===== config.mk =====
export PLATFORM = sky130hd
export DESIGN_NAME = bus_transfer_sequencer
export DESIGN_NICKNAME = d
export VERILOG_FILES = /design/src/rtl/bus_transfer_sequencer.sv
export SDC_FILE = /design/constraint.sdc
export NUM_CORES = 1
export LEC_CHECK = 0
export ABC_AREA = 1
export BUFFER_PORTS_ARGS = -buffer_cell sky130_fd_sc_hd__clkbuf_2
export CORE_MARGIN = 2
export CORE_UTILIZATION = 30
export DETAILED_ROUTE_END_ITERATION = 10
export PLACE_DENSITY = 0.58
export SLEW_MARGIN = 10
export SYNTH_ARGS = -nofsm -noshare
export SYNTH_HDL_FRONTEND = slang
export SYNTH_SLANG_ARGS = --single-unit

===== constraint.sdc =====
create_clock -name clock -period 2.4 [get_ports clock]
set_input_delay 0.36 -clock clock [delete_from_list [all_inputs] [get_ports clock]]
set_output_delay 0.36 -clock clock [all_outputs]
set_load 0.02 [all_outputs]

===== src/rtl/bus_transfer_sequencer.sv =====
// ============================================================================
// Module   : bus_transfer_sequencer
// Brief    : Steps MOVE / ALU / WIDE / NOP commands into per-cycle bus select
//            codes and one-hot register load enables.
// Revision : 1.0 - initial release
// ============================================================================
`default_nettype none

module bus_transfer_sequencer (
    input  logic        clock,
    input  logic        clear,
    input  logic        cmd_valid,
    output logic        cmd_ready,
    input  logic [1:0]  cmd_op,
    input  logic [3:0]  cmd_ra,
    input  logic [3:0]  cmd_rb,
    input  logic [3:0]  cmd_rd,
    input  logic [4:0]  cmd_alu_op,
    output logic [5:0]  bus_sel,
    output logic [15:0] reg_in,
    output logic        y_in,
    output logic        z_in,
    output logic        hi_in,
    output logic        lo_in,
    output logic [4:0]  alu_op,
    output logic        busy,
    output logic        done
);

    typedef enum logic [2:0] {
        S_IDLE = 3'd0,
        S_T1   = 3'd1,
        S_T2   = 3'd2,
        S_T3   = 3'd3,
        S_T4   = 3'd4
    } state_t;

    localparam logic [1:0] OP_MOVE = 2'd0;
    localparam logic [1:0] OP_ALU  = 2'd1;
    localparam logic [1:0] OP_WIDE = 2'd2;
    localparam logic [1:0] OP_NOP  = 2'd3;

    localparam logic [5:0] SEL_ZHI = 6'd18;
    localparam logic [5:0] SEL_ZLO = 6'd19;

    state_t      state_q, state_d;
    logic [1:0]  op_q, op_d;
    logic [3:0]  ra_q, ra_d;
    logic [3:0]  rb_q, rb_d;
    logic [3:0]  rd_q, rd_d;
    logic [4:0]  alu_op_q, alu_op_d;

    logic        cmd_ready_q, cmd_ready_d;
    logic [5:0]  bus_sel_q, bus_sel_d;
    logic [15:0] reg_in_q, reg_in_d;
    logic        y_in_q, y_in_d;
    logic        z_in_q, z_in_d;
    logic        hi_in_q, hi_in_d;
    logic        lo_in_q, lo_in_d;
    logic        done_q, done_d;

    // Next state and latched command fields.
    always_comb begin
        state_d  = state_q;
        op_d     = op_q;
        ra_d     = ra_q;
        rb_d     = rb_q;
        rd_d     = rd_q;
        alu_op_d = alu_op_q;
        case (state_q)
            S_IDLE: begin
                if (cmd_valid) begin
                    state_d  = S_T1;
                    op_d     = cmd_op;
                    ra_d     = cmd_ra;
                    rb_d     = cmd_rb;
                    rd_d     = cmd_rd;
                    alu_op_d = cmd_alu_op;
                end
            end
            S_T1:    state_d = ((op_q == OP_MOVE) || (op_q == OP_NOP)) ? S_IDLE : S_T2;
            S_T2:    state_d = S_T3;
            S_T3:    state_d = (op_q == OP_WIDE) ? S_T4 : S_IDLE;
            S_T4:    state_d = S_IDLE;
            default: state_d = S_IDLE;
        endcase
    end

    // Outputs are decoded from the upcoming state so they can be registered
    // and still line up with the cycle that state is active.
    always_comb begin
        cmd_ready_d = (state_d == S_IDLE);
        bus_sel_d   = 6'd0;
        reg_in_d    = 16'd0;
        y_in_d      = 1'b0;
        z_in_d      = 1'b0;
        hi_in_d     = 1'b0;
        lo_in_d     = 1'b0;
        done_d      = 1'b0;
        case (state_d)
            S_T1: begin
                case (op_d)
                    OP_MOVE: begin
                        bus_sel_d = {2'b00, ra_d};
                        reg_in_d  = 16'd1 << rd_d;
                        done_d    = 1'b1;
                    end
                    OP_ALU, OP_WIDE: begin
                        bus_sel_d = {2'b00, ra_d};
                        y_in_d    = 1'b1;
                    end
                    default: done_d = 1'b1;
                endcase
            end
            S_T2: begin
                bus_sel_d = {2'b00, rb_d};
                z_in_d    = 1'b1;
            end
            S_T3: begin
                bus_sel_d = SEL_ZLO;
                if (op_d == OP_ALU) begin
                    reg_in_d = 16'd1 << rd_d;
                    done_d   = 1'b1;
                end else begin
                    lo_in_d  = 1'b1;
                end
            end
            S_T4: begin
                bus_sel_d = SEL_ZHI;
                hi_in_d   = 1'b1;
                done_d    = 1'b1;
            end
            default: ;
        endcase
    end

    always_ff @(posedge clock or posedge clear) begin
        if (clear) begin
            state_q     <= S_IDLE;
            op_q        <= 2'd0;
            ra_q        <= 4'd0;
            rb_q        <= 4'd0;
            rd_q        <= 4'd0;
            alu_op_q    <= 5'd0;
            cmd_ready_q <= 1'b1;
            bus_sel_q   <= 6'd0;
            reg_in_q    <= 16'd0;
            y_in_q      <= 1'b0;
            z_in_q      <= 1'b0;
            hi_in_q     <= 1'b0;
            lo_in_q     <= 1'b0;
            done_q      <= 1'b0;
        end else begin
            state_q     <= state_d;
            op_q        <= op_d;
            ra_q        <= ra_d;
            rb_q        <= rb_d;
            rd_q        <= rd_d;
            alu_op_q    <= alu_op_d;
            cmd_ready_q <= cmd_ready_d;
            bus_sel_q   <= bus_sel_d;
            reg_in_q    <= reg_in_d;
            y_in_q      <= y_in_d;
            z_in_q      <= z_in_d;
            hi_in_q     <= hi_in_d;
            lo_in_q     <= lo_in_d;
            done_q      <= done_d;
        end
    end

    assign cmd_ready = cmd_ready_q;
    assign busy      = ~cmd_ready_q;
    assign bus_sel   = bus_sel_q;
    assign reg_in    = reg_in_q;
    assign y_in      = y_in_q;
    assign z_in      = z_in_q;
    assign hi_in     = hi_in_q;
    assign lo_in     = lo_in_q;
    assign alu_op    = alu_op_q;
    assign done      = done_q;

endmodule

`default_nettype wire


After elaboration in Yosys (flattened, before gate mapping). Cells that the tools add are included.

Flip-flop bits (word level): 50. Input bits: 22. Output and inout bits: 34. Word-level logic and storage cells: 61.

Multiplexer cells: 26. Bitwise gates (word level): 1. Reduce and logical (&&, ||, !) cells: 8. Shift operators: 1. Eq/ne operators: 11.

Operators by type and width (number): 16-bit 2-to-1 mux (2); 16-bit case mux with 2 select lines (1); 4-bit 2-to-1 mux (7); 5-bit case mux with 4 select lines (1); 1-bit by 4-bit << shifter with 16-bit output, first input constant (1); 3-bit by 2-bit equality test with 1-bit output, second input constant (4); 3-bit case mux with 4 select lines (1); 1-bit 2-to-1 mux (8); 2-bit equality test, second input constant (3); 3-bit by 1-bit equality test with 1-bit output, second input constant (2); 3-bit zero test (2); 2-bit 2-to-1 mux (3); 3-bit 2-to-1 mux (2); 2-bit zero test (2); 3-bit equality test, second input constant (1); 1-bit case mux with 3 select lines (1); 3-bit OR reduction (1); 2-bit by 1-bit equality test with 1-bit output, second input constant (1); 2-bit AND reduction (1); 2-bit OR reduction (1); 1-bit logical OR (1); 1-bit inverter (1).

Depth between registers and ports, before layout. Gate-level depths: netlist (run 1).

Word-level depth: 6. Gate-level depth with buffers: 12. Depth with buffers taken out: 11.

Worst setup path before layout (run 1). Ideal clock, no wire load.

Path type: reg2reg. Start: reg state_q[0]. End: reg reg_in_q[0] (netlist: reg_in[0]). Path slack: 0.646 ns. Required time: 2.279 ns. Period minus slack after synthesis: 1.754 ns. Stages on the path, launching flop included: 11. Buffers on the path: 0. Arrival: 1.634 ns. Setup time: 0.121 ns. Cell sequence: dfrtp_1 -> nor2_4 -> nand2_4 -> or2_2 -> o21ai_1 -> inv_1 -> ha_1 -> nand2_1 -> nand2_1 -> nand2_2 -> nor2_1.

Cells in the longest elaborated chain, start to end: 5. Elaborated cells between the ends (all ways): 16. Classes of those cells: eq/ne: 6; shift: 1; mux: 7; reduce/logical: 2.

Ends and longest elaborated chain: start, declared (line 46) `state_t state_q, state_d;`; start signal, assigned (line 154) `state_q <= state_d;`; 3-bit zero test * (line 70) `case (state_q)`; 2-bit 2-to-1 mux * (line 70); via op_d[0] (line 47) `logic [1:0] op_q, op_d;`; 2-bit by 1-bit equality test with 1-bit output or 2-bit zero test (tied branches) (line 121, 102); 16-bit 2-to-1 mux, on equally long branches (line 121, 102); 16-bit case mux with 2 select lines * (line 100) `case (state_d)`; via reg_in_d[0] (line 55) `logic [15:0] reg_in_q, reg_in_d;`; end signal, assigned (line 162) `reg_in_q <= reg_in_d;`; end, declared (line 55).

Mark *: on every way through the listed nets, which the timed path passes. The rest lies on a longest branch. A chain may end at the register's enable or synchronous reset.

Worst setup path after layout (run 1).
Start: reg state_q[0]. End: reg reg_in_q[9] (netlist: reg_in[9]).

The elaborated chain is that of the path after synthesis.

==> summary.txt, run 1 <==
Drt
  • Remaining antenna violation count after routing: 0
  • Detailed Route WL: 4252 um
  • Via count: 1509
  • Initial detailed-routing violation count: 106
  • DR WL/cell: 12.32 um
  • DRC errors left: 0
  • First-pass DRT Iterations: 4
  • Vias per cell: 4.374

Final layout
  • Layout cells sized above 1: 30.22%
  • Area delta synth->final: 22.74%
  • ANT cells: 0
  • Fin cells: 345
  • Area occupied by multi-input gates: 639.4 um2
  • Filler cells: 654
  • Nets: 293
  • Most common cell after layout, fill and taps aside: clkbuf_2
  • FF/Latch Area: 1227 um2
  • Commonest non-fill, non-tap cells in the layout: clkbuf_2, dfrtp_1, nand2_1, inv_1

Global route
  • Total GRT Usage: 12.67%
  • Initial antenna violation count: 0
  • First-pass GRT wire length: 7265 um
  • Number of global-route vias before repair: 1449
  • GRT overflow: 0
  • Largest net degree at the start of global routing: 28

Synth
  • Simple-Gate Fraction of Synth Area: 25.15%
  • Post-Synth XOR/XNOR Area: 0%
  • Number of distinct library cells after synthesis: 24
  • Synth Area in Adders: 2.472%
  • Share of the synthesized area in the top cell type: 59.33%
  • Ys async rst share: 100.0%
  • Most used flip-flop cell after synthesis: dfrtp_1
  • Ranking of synthesized cells by area: dfrtp_1, nand2_1, inv_1
  • Post-synthesis mux area share: 0%
  • Register area share after synthesis: 60.63%
  • Largest family of logic cells by synthesized area: simple AND/OR/NAND/NOR gates
  • Post-synthesis compound-gate area fraction: 3.770%
  • Post-Syn Area: 2024 um2
  • EDFF count, synth: 0
  • Ys Warns: 0
  • Post-Syn Instances: 207
  • Mean Syn Cell Area: 9.780 um2
  • Cell taking the most area after synthesis: dfrtp_1
  • Synth Register Bits: 49
  • Synthesized Nets: 233

Place
  • Gpl congestion: 0.7790
  • DP Wirelength: 3126 um
  • Port Buffer Count: 54
  • Placed Instances: 337

Die
  • Die height: 86.15 um
  • Num rows: 29
  • I/O pin cnt: 56
  • Placeable Area: 6422 um2
  • Area of the die: 7421 um2
  • Initial core utilization: 31.52%
  • Die width: 86.15 um

Worst setup path
  • Crit path DAT: 2.15 ns
  • Crit path kind: reg2reg
  • Required time of the critical path: 2.59 ns
  • Crit path max-delay family: simple AND/OR/NAND/NOR gates
  • Most frequent CP cell: nand2_1
  • Worst path bufs/invs: 1
  • Slowest-stage cell, CP: dfrtp_1
  • CP startpoint kind: register
  • Slowest cell delay on critical path: 0.44 ns
  • Crit-path cells: nor2_4 > nand2_4 > or2_2 > o21ai_1 > inv_1 > ha_1 > nand2_1 > nand2_1 > nand2_2 > nor2_1
  • Worst setup EP type: register
  • Worst-path fanout max: 14

STA
  • Final Critical Period: 1.958 ns
  • Worst slew pin tran: 0.5978 ns
  • Clk_skew: 0.005687 ns
  • Final Cycle Share: 81.59%
  • Final setup fails: 0
  • Fin. Hold Viols: 0
  • Slew margin rel.: 60.09%
  • Setup TNS: 0 ns
  • Fmax: 510.7 MHz
  • Unrepaired setup endpoints after global routing: false
  • Max Transition Viols Final: 0

Power and ir drop
  • Power Density: 1173 nW/um2
  • Leakage power: 1.389 nW
  • Switching Share: 40.01%
  • Pint: 0.001748 W
  • Clock power share: 18.1%
  • Sequential share of power: 40.8%
  • Max VDD drop: 0.0003691 V
  • Logic pwr share: 41.1%
  • NetSw: 0.001166 W

CTS
  • Worst skew pair latency: 0.30 ns
  • Worst-path clk slew: 0.09 ns
  • CTS Root Cell: clkbuf_8
  • Clk buf depth: 2
  • Hold_buf cts: 0
  • Inserted Clock Buffers: 5
  • Sink Count: 49
  • Setup bufs post-CTS: 0
  • Htree depth: 2
  • Post-cts repair resize count: 0
  • CTS tree: built

Run
  • Max-cap viol count: 0

Outcome
  • Outcome: finished, final reports clean

Worst hold path
  • Tightest Hold Check Type: in2async
==> worst reg2reg max path, delay by kind of cell (launching register included) <==
kind,cells,cell delay [ns]
buffers and inverters,1,0.10
adder cells (fa/ha/maj),1,0.21
flip-flops,1,0.44
AO/OA/AOI/OAI,1,0.11
AND/OR/NAND/NOR,7,0.99
==> routing by layer <==
layer / vias up / wire [um] / track usage (%)
met5: - / 0 / 0
li1: 762 / - / -
met2: 44 / 1916 / 18.75
met1: 698 / 2053 / 17.82
met4: 0 / 74 / 5.195
met3: 5 / 208 / 2.984
==> final timing paths <==
kind	from	endpoint	slack, ns	cells after the start
min	clear	ra_q[0]	0.10	2
min reg2reg	alu_op[1]	alu_op[1]	0.49	2
max in group asynchronous	clear	reg_in[12]	1.71	3
min in group clock	cmd_alu_op[2]	alu_op[2]	0.24	3
max	state_q[0]	reg_in[9]	0.44	10
max reg2reg	state_q[0]	reg_in[9]	0.44	10
==> cells in the mapped netlist, types with 3 or more instances <==
library cell,number
nand3_1,20
nand2_2,5
nor2_1,20
o21a_1,4
inv_1,28
nand4_1,3
nand2_1,42
ha_1,4
and2_1,4
o211ai_1,3
buf_2,3
nand3b_1,6
dfrtp_1,48
==> power by group through the flow <==
stage          combinational, W  clock, W  sequential, W
4_1_cts                 0.00122  0.000550        0.00119
3_5_place_dp            0.00121         0        0.00121
5_1_grt                 0.00136  0.000585        0.00122
3_3_place_gp            0.00120         0        0.00120
2_1_floorplan          0.000748         0        0.00134
6_report                0.00120  0.000528        0.00119
==> cells by family (layout without fill, tap and decap cells) <==
group | Yosys count | count (layout)
flops | 49 | 49
compound gates | 11 | 11
simple gates | 107 | 107
buf+inv | 35 | 96
other cells | 1 | 1
fa+ha+maj | 4 | 4
==> state kept, by name, summed over array words and instances, names as in the netlist, 2 cells and up <==
register  count
ra_q          4
reg_in       16
state_q       3
op_q          2
alu_op        5
rb_q          4
rd_q          4
bus_sel       5
==> layout make-up <==
| class | count | share of cell area (%) |
|---|---|---|
| repair buffers | 60 | 12.69 |
| well taps | 77 | 3.877 |
| inverters | 28 | 4.230 |
| clock buffers | 7 | 3.877 |
| flip-flops and latches | 49 | 49.40 |
| clock inverters | 1 | 0.2014 |
| multi-input cells | 123 | 25.73 |
==> metrics by stage <==
step	instance area [um2]	worst slack [ns]	hold WS [ns]	total power [W]	utilization, %
after floorplan	2024	0.6455	0.4696	0.002087	-
after global placement	2384	0.4739	0.4627	0.002408	37.11
after detailed placement	2384	0.4069	0.4611	0.002421	37.11
after CTS	2485	0.4093	0.1269	0.002964	38.69
after global routing	2485	0.2329	0.1528	0.003157	38.69
final	2485	0.4418	0.1040	0.002914	38.69
Power figures use the tool's default switching activity.
==> run 2: changes to the inputs <==
ABC_AREA = 0   (was 1)
PLACE_DENSITY = 0.6   (was 0.58)
clock period = 1.6 ns   (was 2.4 ns; I/O delays follow)
==> run 2 against run 1 <==
Clock power up 45%; via count rose by 12%; power up 68%; worst hold slack better by 0.027 ns; maximum frequency shrank 1.7%; critical path depth fell by 2; die area is 1.5% lower; register-to-register slack lost 0.83 ns; wire length grew 13%; largest cell class unchanged; sequential share of layout area fell by 8.9 points; setup slack got worse by 0.83 ns; the flow now finishes with violations (setup timing).
==> summary.txt, run 2 <==
CTS
  • Worst skew pair latency: 0.29 ns (was 0.30 ns)
  • Htree depth: 2 (unchanged)
  • CTS Root Cell: clkbuf_8 (unchanged)
  • Clk buf depth: 2 (unchanged)
  • CTS tree: built (unchanged)
  • Sink Count: 45 (was 49)
  • Worst-path clk slew: 0.09 ns (about the same)
  • Inserted Clock Buffers: 5 (unchanged)

Power and ir drop
  • Leakage power: 1.356 nW (was 1.389 nW)
  • Tot Pwr: 0.004895 W (was 0.002914 W)
  • Power Density: 1756 nW/um2 (was 1173 nW/um2)
  • Max VDD drop: 0.0007932 V (was 0.0003691 V)

Die
  • Initial core utilization: 31.19% (was 31.52%)
  • Num rows: 29 (unchanged)
  • Area of the die: 7308 um2 (was 7421 um2)
  • Placeable Area: 6386 um2 (was 6422 um2)
  • Die height: 85.49 um (was 86.15 um)
  • Die width: 85.49 um (was 86.15 um)
  • I/O pin cnt: 56 (unchanged)

Outcome
  • Outcome: complete, but fails checks (was finished, final reports clean)
  • Violated checks: setup timing

STA
  • Max Transition Viols Final: 0 (unchanged)
  • Post-route worst setup slack: -0.3914 ns (was 0.4418 ns)
  • Final Critical Period: 1.991 ns (was 1.958 ns)
  • Fmax: 502.2 MHz (was 510.7 MHz)
  • Clk_skew: 0.008796 ns (was 0.005687 ns)
  • Final setup fails: 26 (was 0)
  • Unrepaired setup endpoints after global routing: true (was false)
  • Final Cycle Share: 124.5% (was 81.59%)
  • Setup TNS: -7.526 ns (was 0 ns)
  • Fin. Hold Viols: 0 (unchanged)

Place
  • Port Buffer Count: 54 (unchanged)
  • Gpl congestion: 0.8460 (was 0.7790)
  • DP Wirelength: 3167 um (was 3126 um)

Run
  • Max-cap viol count: 0 (unchanged)

Synth
  • Post-synthesis mux area share: 3.015% (was 0%)
  • Post-synthesis compound-gate area fraction: 7.726% (was 3.770%)
  • Ranking of synthesized cells by area: dfrtp_1, nand2_1, nand3_1 (was dfrtp_1, nand2_1, inv_1)
  • Synthesized Nets: 218 (was 233)
  • Most used flip-flop cell after synthesis: dfrtp_1 (unchanged)
  • Number of distinct library cells after synthesis: 34 (was 24)
  • Synth Area in Adders: 2.513% (was 2.472%)
  • Post-Syn Area: 1992 um2 (was 2024 um2)
  • Register area share after synthesis: 56.60% (was 60.63%)
  • EDFF count, synth: 0 (unchanged)
  • Synth top cells by count: dfrtp_1, nand2_1, nand3_1, a21oi_1, nand4_1 (was dfrtp_1, nand2_1, inv_1, nand3_1, nor2_1)
  • Simple-Gate Fraction of Synth Area: 25.25% (was 25.15%)
  • Post-Synth XOR/XNOR Area: 0% (unchanged)
  • Synth Register Bits: 45 (was 49)
  • Mean Syn Cell Area: 10.37 um2 (was 9.780 um2)
  • Ys async rst share: 100.0% (unchanged)
  • Share of the synthesized area in the top cell type: 55.28% (was 59.33%)
  • Largest family of logic cells by synthesized area: simple AND/OR/NAND/NOR gates (unchanged)
  • Cell taking the most area after synthesis: dfrtp_1 (unchanged)
  • Count leader, synth: dfrtp_1 (unchanged)
  • Post-Syn Instances: 192 (was 207)
  • Ys Warns: 0 (unchanged)

Global route
  • Largest net degree at the start of global routing: 46 (was 28)
  • GRT overflow: 0 (unchanged)
  • Number of global-route vias before repair: 1634 (was 1449)
  • First-pass GRT wire length: 7852 um (was 7265 um)
  • Initial antenna violation count: 0 (unchanged)
  • Total GRT Usage: 13.56% (was 12.67%)

Final layout
  • Most common cell after layout, fill and taps aside: clkbuf_2 (unchanged)
  • Nets: 292 (was 293)
  • Commonest non-fill, non-tap cells in the layout: clkbuf_2, dfrtp_1, nand2_1, nand3_1, buf_4 (was clkbuf_2, dfrtp_1, nand2_1, inv_1)
  • Area occupied by multi-input gates: 932.1 um2 (was 639.4 um2)
  • FF/Latch Area: 1129 um2 (was 1227 um2)
  • Area delta synth->final: 39.95% (was 22.74%)
  • Filler cells: 612 (was 654)
  • Layout cells sized above 1: 46.07% (was 30.22%)
  • Max reg flops: 16 (unchanged)
  • ANT cells: 0 (unchanged)

Worst setup path
  • Slowest cell delay on critical path: 0.57 ns (was 0.44 ns)
  • Worst path bufs/invs: 1 (unchanged)
  • Worst setup EP type: register (unchanged)
  • R2R Path Start: state_q[2] (was state_q[0])
  • Most frequent CP cell: and2_4 (was nand2_1)
  • CP startpoint kind: register (unchanged)
  • Worst-path fanout max: 16 (was 14)
  • Register-to-Register Path Depth: 8 (was 10)
  • Crit path kind: reg2reg (unchanged)
  • Crit path max-delay family: simple AND/OR/NAND/NOR gates (unchanged)
  • Crit path DAT: 2.21 ns (was 2.15 ns)
  • Slowest-stage cell, CP: or4b_4 (was dfrtp_1)
  • Crit-path cells: or4b_4 > nand2_2 > and2_4 > ha_2 > and2_4 > o21ai_4 > buf_12 > a21oi_2 (was nor2_4 > nand2_4 > or2_2 > o21ai_1 > inv_1 > ha_1 > nand2_1 > nand2_1 > nand2_2 > nor2_1)
  • R2r endpoint: reg_in[12] (was reg_in[9])
  • FF-to-FF setup slack: -0.39 ns (was 0.44 ns)
  • Required time of the critical path: 1.82 ns (was 2.59 ns)

Worst hold path
  • Tightest Hold Check Type: in2reg (was in2async)
  • Hold path start: cmd_alu_op[4]
  • Hold Path Stages: 3
  • Hold EP: alu_op[4]

Drt
  • Initial detailed-routing violation count: 133 (was 106)
  • First-pass DRT Iterations: 4 (unchanged)
  • Detailed Route WL: 4785 um (was 4252 um)
  • Remaining antenna violation count after routing: 0 (unchanged)
  • Vias per cell: 4.898 (was 4.374)
  • DRC errors left: 0 (unchanged)
  • Via count: 1685 (was 1509)
  • DR WL/cell: 13.91 um (was 12.32 um)
[run 2: cell types whose count changed in the layout (fill, tap and decap cells not counted), moves of 4 or more]
cell	previous run	this run
dfrtp_1	48	43
nand2_1	42	30
nand3b_1	6	0
nand4_1	3	14
and2_1	4	0
buf_4	6	18
mux2_4	0	5
nand2_2	5	1
a21oi_2	0	13
nor2b_1	0	9
inv_1	27	2
buf_12	0	4
a21oi_1	0	4
nor2_1	20	6
[run 2: area by class of cell]
class | instances | area share, %
Clock buffer | 7 | 3.456
Clock inverter | 1 | 0.1795
Inverter | 3 | 0.4040
Multi-Input combinational cell | 132 | 33.44
Sequential cell | 45 | 40.48
Tap cell | 77 | 3.456
Timing Repair Buffer | 79 | 18.58
[run 2: report_power, final]
part,internal [W],switching (W)
Clock,0.000391,0.000375
Sequential,0.00149,0.000234
Combinational,0.00108,0.00132
Total,0.00297,0.00193
[run 2: kinds of logic (layout without fill, tap and decap cells)]
kind of cell,Yosys count,after routing
AOI/OAI and AO/OA,26,26
adders and majority gates,4,4
other,1,1
DFF,45,45
muxes,5,5
and+or+nand+nor,96,96
buffers and inverters,15,90
[run 2: routing by layer]
layer  vias up  global-route usage, %  wire length [um]
li1        814                      -                 -
met1       803                  18.77              2194
met2        62                  20.81              2228
met5         -                      0                 0
met3         6                  2.335               290
met4         0                  6.061                72
[run 2: through the flow]
step                      cell area, um2  hold slack (ns)  worst slack [ns]  utilization [%]  std cells
final                               2788           0.1310           -0.3914            43.65        344
after global routing                2788           0.1239           -0.4800            43.65        344
after CTS                           2754           0.1250           -0.3862            43.12        344
after detailed placement            2477           0.2823           -0.4547            38.79        325
after global placement              2477           0.2734           -0.3859            38.79        325
after floorplan                     2069           0.3454           -0.5123                -        192
[run 2: tightest hold or removal path, cell delays in order]
cell,delay [ns]
clkbuf_2,0.07
nand2_1,0.04
nand2_1,0.04
[run 2: what timing repair did]
action,in CTS,in global routing
endpoints found under the setup margin,27,30
hold buffers,1,0
buffers inserted,9,2
resized for setup,20,7
gates cloned,1,0
hold endpoints to repair,44,0
pin swaps,4,7
[run 2: worst max-delay path by stage]
| stage | start | to | slack, ns | depth (start not counted) |
|---|---|---|---|---|
| 6_report | state_q[2] | reg_in[12] | -0.39 | 8 |
| 3_3_place_gp | state_q[1] | reg_in[10] | -0.39 | 8 |
| 5_1_grt | state_q[0] | reg_in[12] | -0.48 | 8 |
| 2_1_floorplan | state_q[2] | reg_in[13] | -0.51 | 11 |
| 3_5_place_dp | state_q[2] | reg_in[12] | -0.45 | 8 |
| 4_1_cts | state_q[1] | reg_in[7] | -0.39 | 8 |
==> run 3: changes to the inputs <==
CELL_PAD_IN_SITES_DETAIL_PLACEMENT = 0   (was unset)
CELL_PAD_IN_SITES_GLOBAL_PLACEMENT = 2   (was unset)
CORE_UTILIZATION = 28   (was 30)
PLACE_DENSITY = 0.81   (was 0.6)
==> run 3 against run 2 <==
The flow still finishes with violations (setup timing); wire length up 4.7%; non-clock buffer count down 2; combinational power down 2%; clock skew down 0.0035 ns; global-route usage down 0.16 points; core utilization down 3.4 points; count of clock-buffer cells in the layout down 2; register-to-register slack worse by 0.02 ns; via count down 1.1%; setup slack worse by 0.015 ns; design area down 1.3%; critical path type unchanged; largest cell class unchanged; largest power group unchanged.
==> summary.txt, run 3 (synthesis results as in run 2) <==
Outcome
  • Outcome: complete, but fails checks (unchanged)
  • Violated checks: setup timing (unchanged)

Final layout
  • ANT cells: 0 (unchanged)
  • Layout cells sized above 1: 46.42% (was 46.07%)
  • Max reg flops: 16 (unchanged)
  • Area delta synth->final: 38.19% (was 39.95%)
  • Area occupied by multi-input gates: 932.1 um2 (unchanged)
  • Nets: 290 (was 292)
  • Final Util: 40.29% (was 43.65%)
  • Fin cells: 361 (was 344)
  • FF/Latch Area: 1129 um2 (unchanged)
  • Filler cells: 717 (was 612)
  • Most common cell after layout, fill and taps aside: clkbuf_2 (unchanged)
  • Commonest non-fill, non-tap cells in the layout: clkbuf_2, dfrtp_1, nand2_1, buf_4, nand3_1 (was clkbuf_2, dfrtp_1, nand2_1, nand3_1, buf_4)

Worst hold path
  • Tightest Hold Check Type: in2reg (unchanged)
  • Hold Path Stages: 3 (unchanged)

Global route
  • GRT overflow: 0 (unchanged)
  • Number of global-route vias before repair: 1591 (was 1634)
  • Largest net degree at the start of global routing: 27 (was 46)
  • First-pass GRT wire length: 7921 um (was 7852 um)
  • Initial antenna violation count: 0 (unchanged)
  • Total GRT Usage: 13.40% (was 13.56%)

STA
  • Max Transition Viols Final: 0 (unchanged)
  • Post-route worst setup slack: -0.4068 ns (was -0.3914 ns)
  • Setup TNS: -7.692 ns (was -7.526 ns)
  • Worst hold-check slack: 0.1287 ns (was 0.1310 ns)
  • Final Cycle Share: 125.4% (was 124.5%)
  • Final setup fails: 23 (was 26)
  • Fmax: 498.3 MHz (was 502.2 MHz)
  • Clk_skew: 0.005282 ns (was 0.008796 ns)
  • Fin. Hold Viols: 0 (unchanged)
  • Unrepaired setup endpoints after global routing: true (unchanged)
  • Final Critical Period: 2.007 ns (was 1.991 ns)

Power and ir drop
  • Power Density: 1732 nW/um2 (was 1756 nW/um2)
  • Max VDD drop: 0.0005896 V (was 0.0007932 V)
  • Leakage power: 1.317 nW (was 1.356 nW)

Worst setup path
  • CP startpoint kind: register (unchanged)
  • Crit path kind: reg2reg (unchanged)
  • Register-to-Register Path Depth: 8 (unchanged)
  • Slowest cell delay on critical path: 0.57 ns (about the same)
  • Worst setup EP type: register (unchanged)
  • Worst-path fanout max: 16 (unchanged)
  • Slowest-stage cell, CP: or4b_4 (unchanged)
  • Crit path DAT: 2.23 ns (was 2.21 ns)
  • Crit-path cells: or4b_4 > nand2_4 > and2_4 > ha_4 > and3b_1 > o21ai_4 > buf_12 > a21oi_1 (was or4b_4 > nand2_2 > and2_4 > ha_2 > and2_4 > o21ai_4 > buf_12 > a21oi_2)
  • Required time of the critical path: 1.82 ns (about the same)

CTS
  • Inserted Clock Buffers: 5 (unchanged)
  • Sink Count: 45 (unchanged)
  • Htree depth: 2 (unchanged)
  • Worst skew pair latency: 0.30 ns (was 0.29 ns)
  • Clk buf depth: 2 (unchanged)
  • Worst-path clk slew: 0.08 ns (was 0.09 ns)
  • CTS tree: built (unchanged)
  • CTS Root Cell: clkbuf_8 (unchanged)

Die
  • Initial core utilization: 29.16% (was 31.19%)
  • Num rows: 30 (was 29)
  • Area of the die: 7805 um2 (was 7308 um2)
  • Placeable Area: 6832 um2 (was 6386 um2)
  • Die height: 88.35 um (was 85.49 um)
  • I/O pin cnt: 56 (unchanged)
  • Die width: 88.35 um (was 85.49 um)

Drt
  • Detailed Route WL: 5009 um (was 4785 um)
  • Initial detailed-routing violation count: 75 (was 133)
  • DRC errors left: 0 (unchanged)
  • Vias per cell: 4.615 (was 4.898)
  • Remaining antenna violation count after routing: 0 (unchanged)
  • DR WL/cell: 13.88 um (was 13.91 um)
  • Via count: 1666 (was 1685)
  • First-pass DRT Iterations: 4 (unchanged)

Place
  • Gpl congestion: 0.8177 (was 0.8460)
  • Post-Place Worst Slack: -0.4047 ns (was -0.4547 ns)
  • Port Buffer Count: 54 (unchanged)
  • Placed Instances: 347 (was 325)
  • DP Wirelength: 3465 um (was 3167 um)

Run
  • Max-cap viol count: 0 (unchanged)
run 3: cell type report:
class,count,share of cell area (%)
Clock inverter,3,0.6364
Timing Repair Buffer,77,17.23
Clock buffer,5,2.500
Inverter,3,0.4091
Sequential cell,45,41.00
Tap cell,96,4.364
Multi-Input combinational cell,132,33.86
run 3: path summary, 6_finish.rpt:
path | startpoint | endpoint | slack (ns)
setup / recovery | state_q[1] | reg_in[7] | -0.41
hold / removal | cmd_alu_op[1] | alu_op[1] | 0.13
setup reg to reg | state_q[1] | reg_in[7] | -0.41
hold reg to reg | alu_op[0] | alu_op[0] | 0.48
max in group asynchronous | clear | rd_q[3] | 0.62
min in group asynchronous | clear | bus_sel[3] | 0.48
run 3: worst max-delay path: cells and delay by family, from the launching register on:
family / cells / cell delay (ns)
DFF: 1 / 0.44
AOI/OAI and AO/OA: 2 / 0.21
adders and majority gates: 1 / 0.11
and+or+nand+nor: 4 / 1.01
buffers and inverters: 1 / 0.17
run 3: what timing repair did:
item                                    4_1_cts  5_1_grt
setup buffers                                 3        2
endpoints found under the setup margin       24       30
resized for setup                            16        7
gates cloned                                  0        0
hold buffers                                  1        0
pin swaps                                     3        3
hold endpoints to repair                     19        0
run 3: routing by layer:
layer / wire length (um) / track usage [%] / share of wire [%] / up-vias
met5: 0 / 0 / 0 / -
met4: 75 / 5.234 / 1.5 / 0
met3: 241 / 3.545 / 4.8 / 7
met2: 2419 / 20.57 / 48 / 41
met1: 2273 / 18.11 / 45 / 813
li1: - / - / - / 805
run 3: stage by stage:
step / instance area, um2 / total power, W
2_1_floorplan: 2069 / 0.003086
3_5_place_dp: 2524 / 0.003809
5_1_grt: 2753 / 0.005113
4_1_cts: 2708 / 0.004702
6_report: 2753 / 0.004767
3_3_place_gp: 2524 / 0.003782
run 3: where the power goes:
group / internal [W] / switching [W]
Sequential: 0.00149 / 0.000235
Clock: 0.000301 / 0.000378
Combinational: 0.00102 / 0.00134
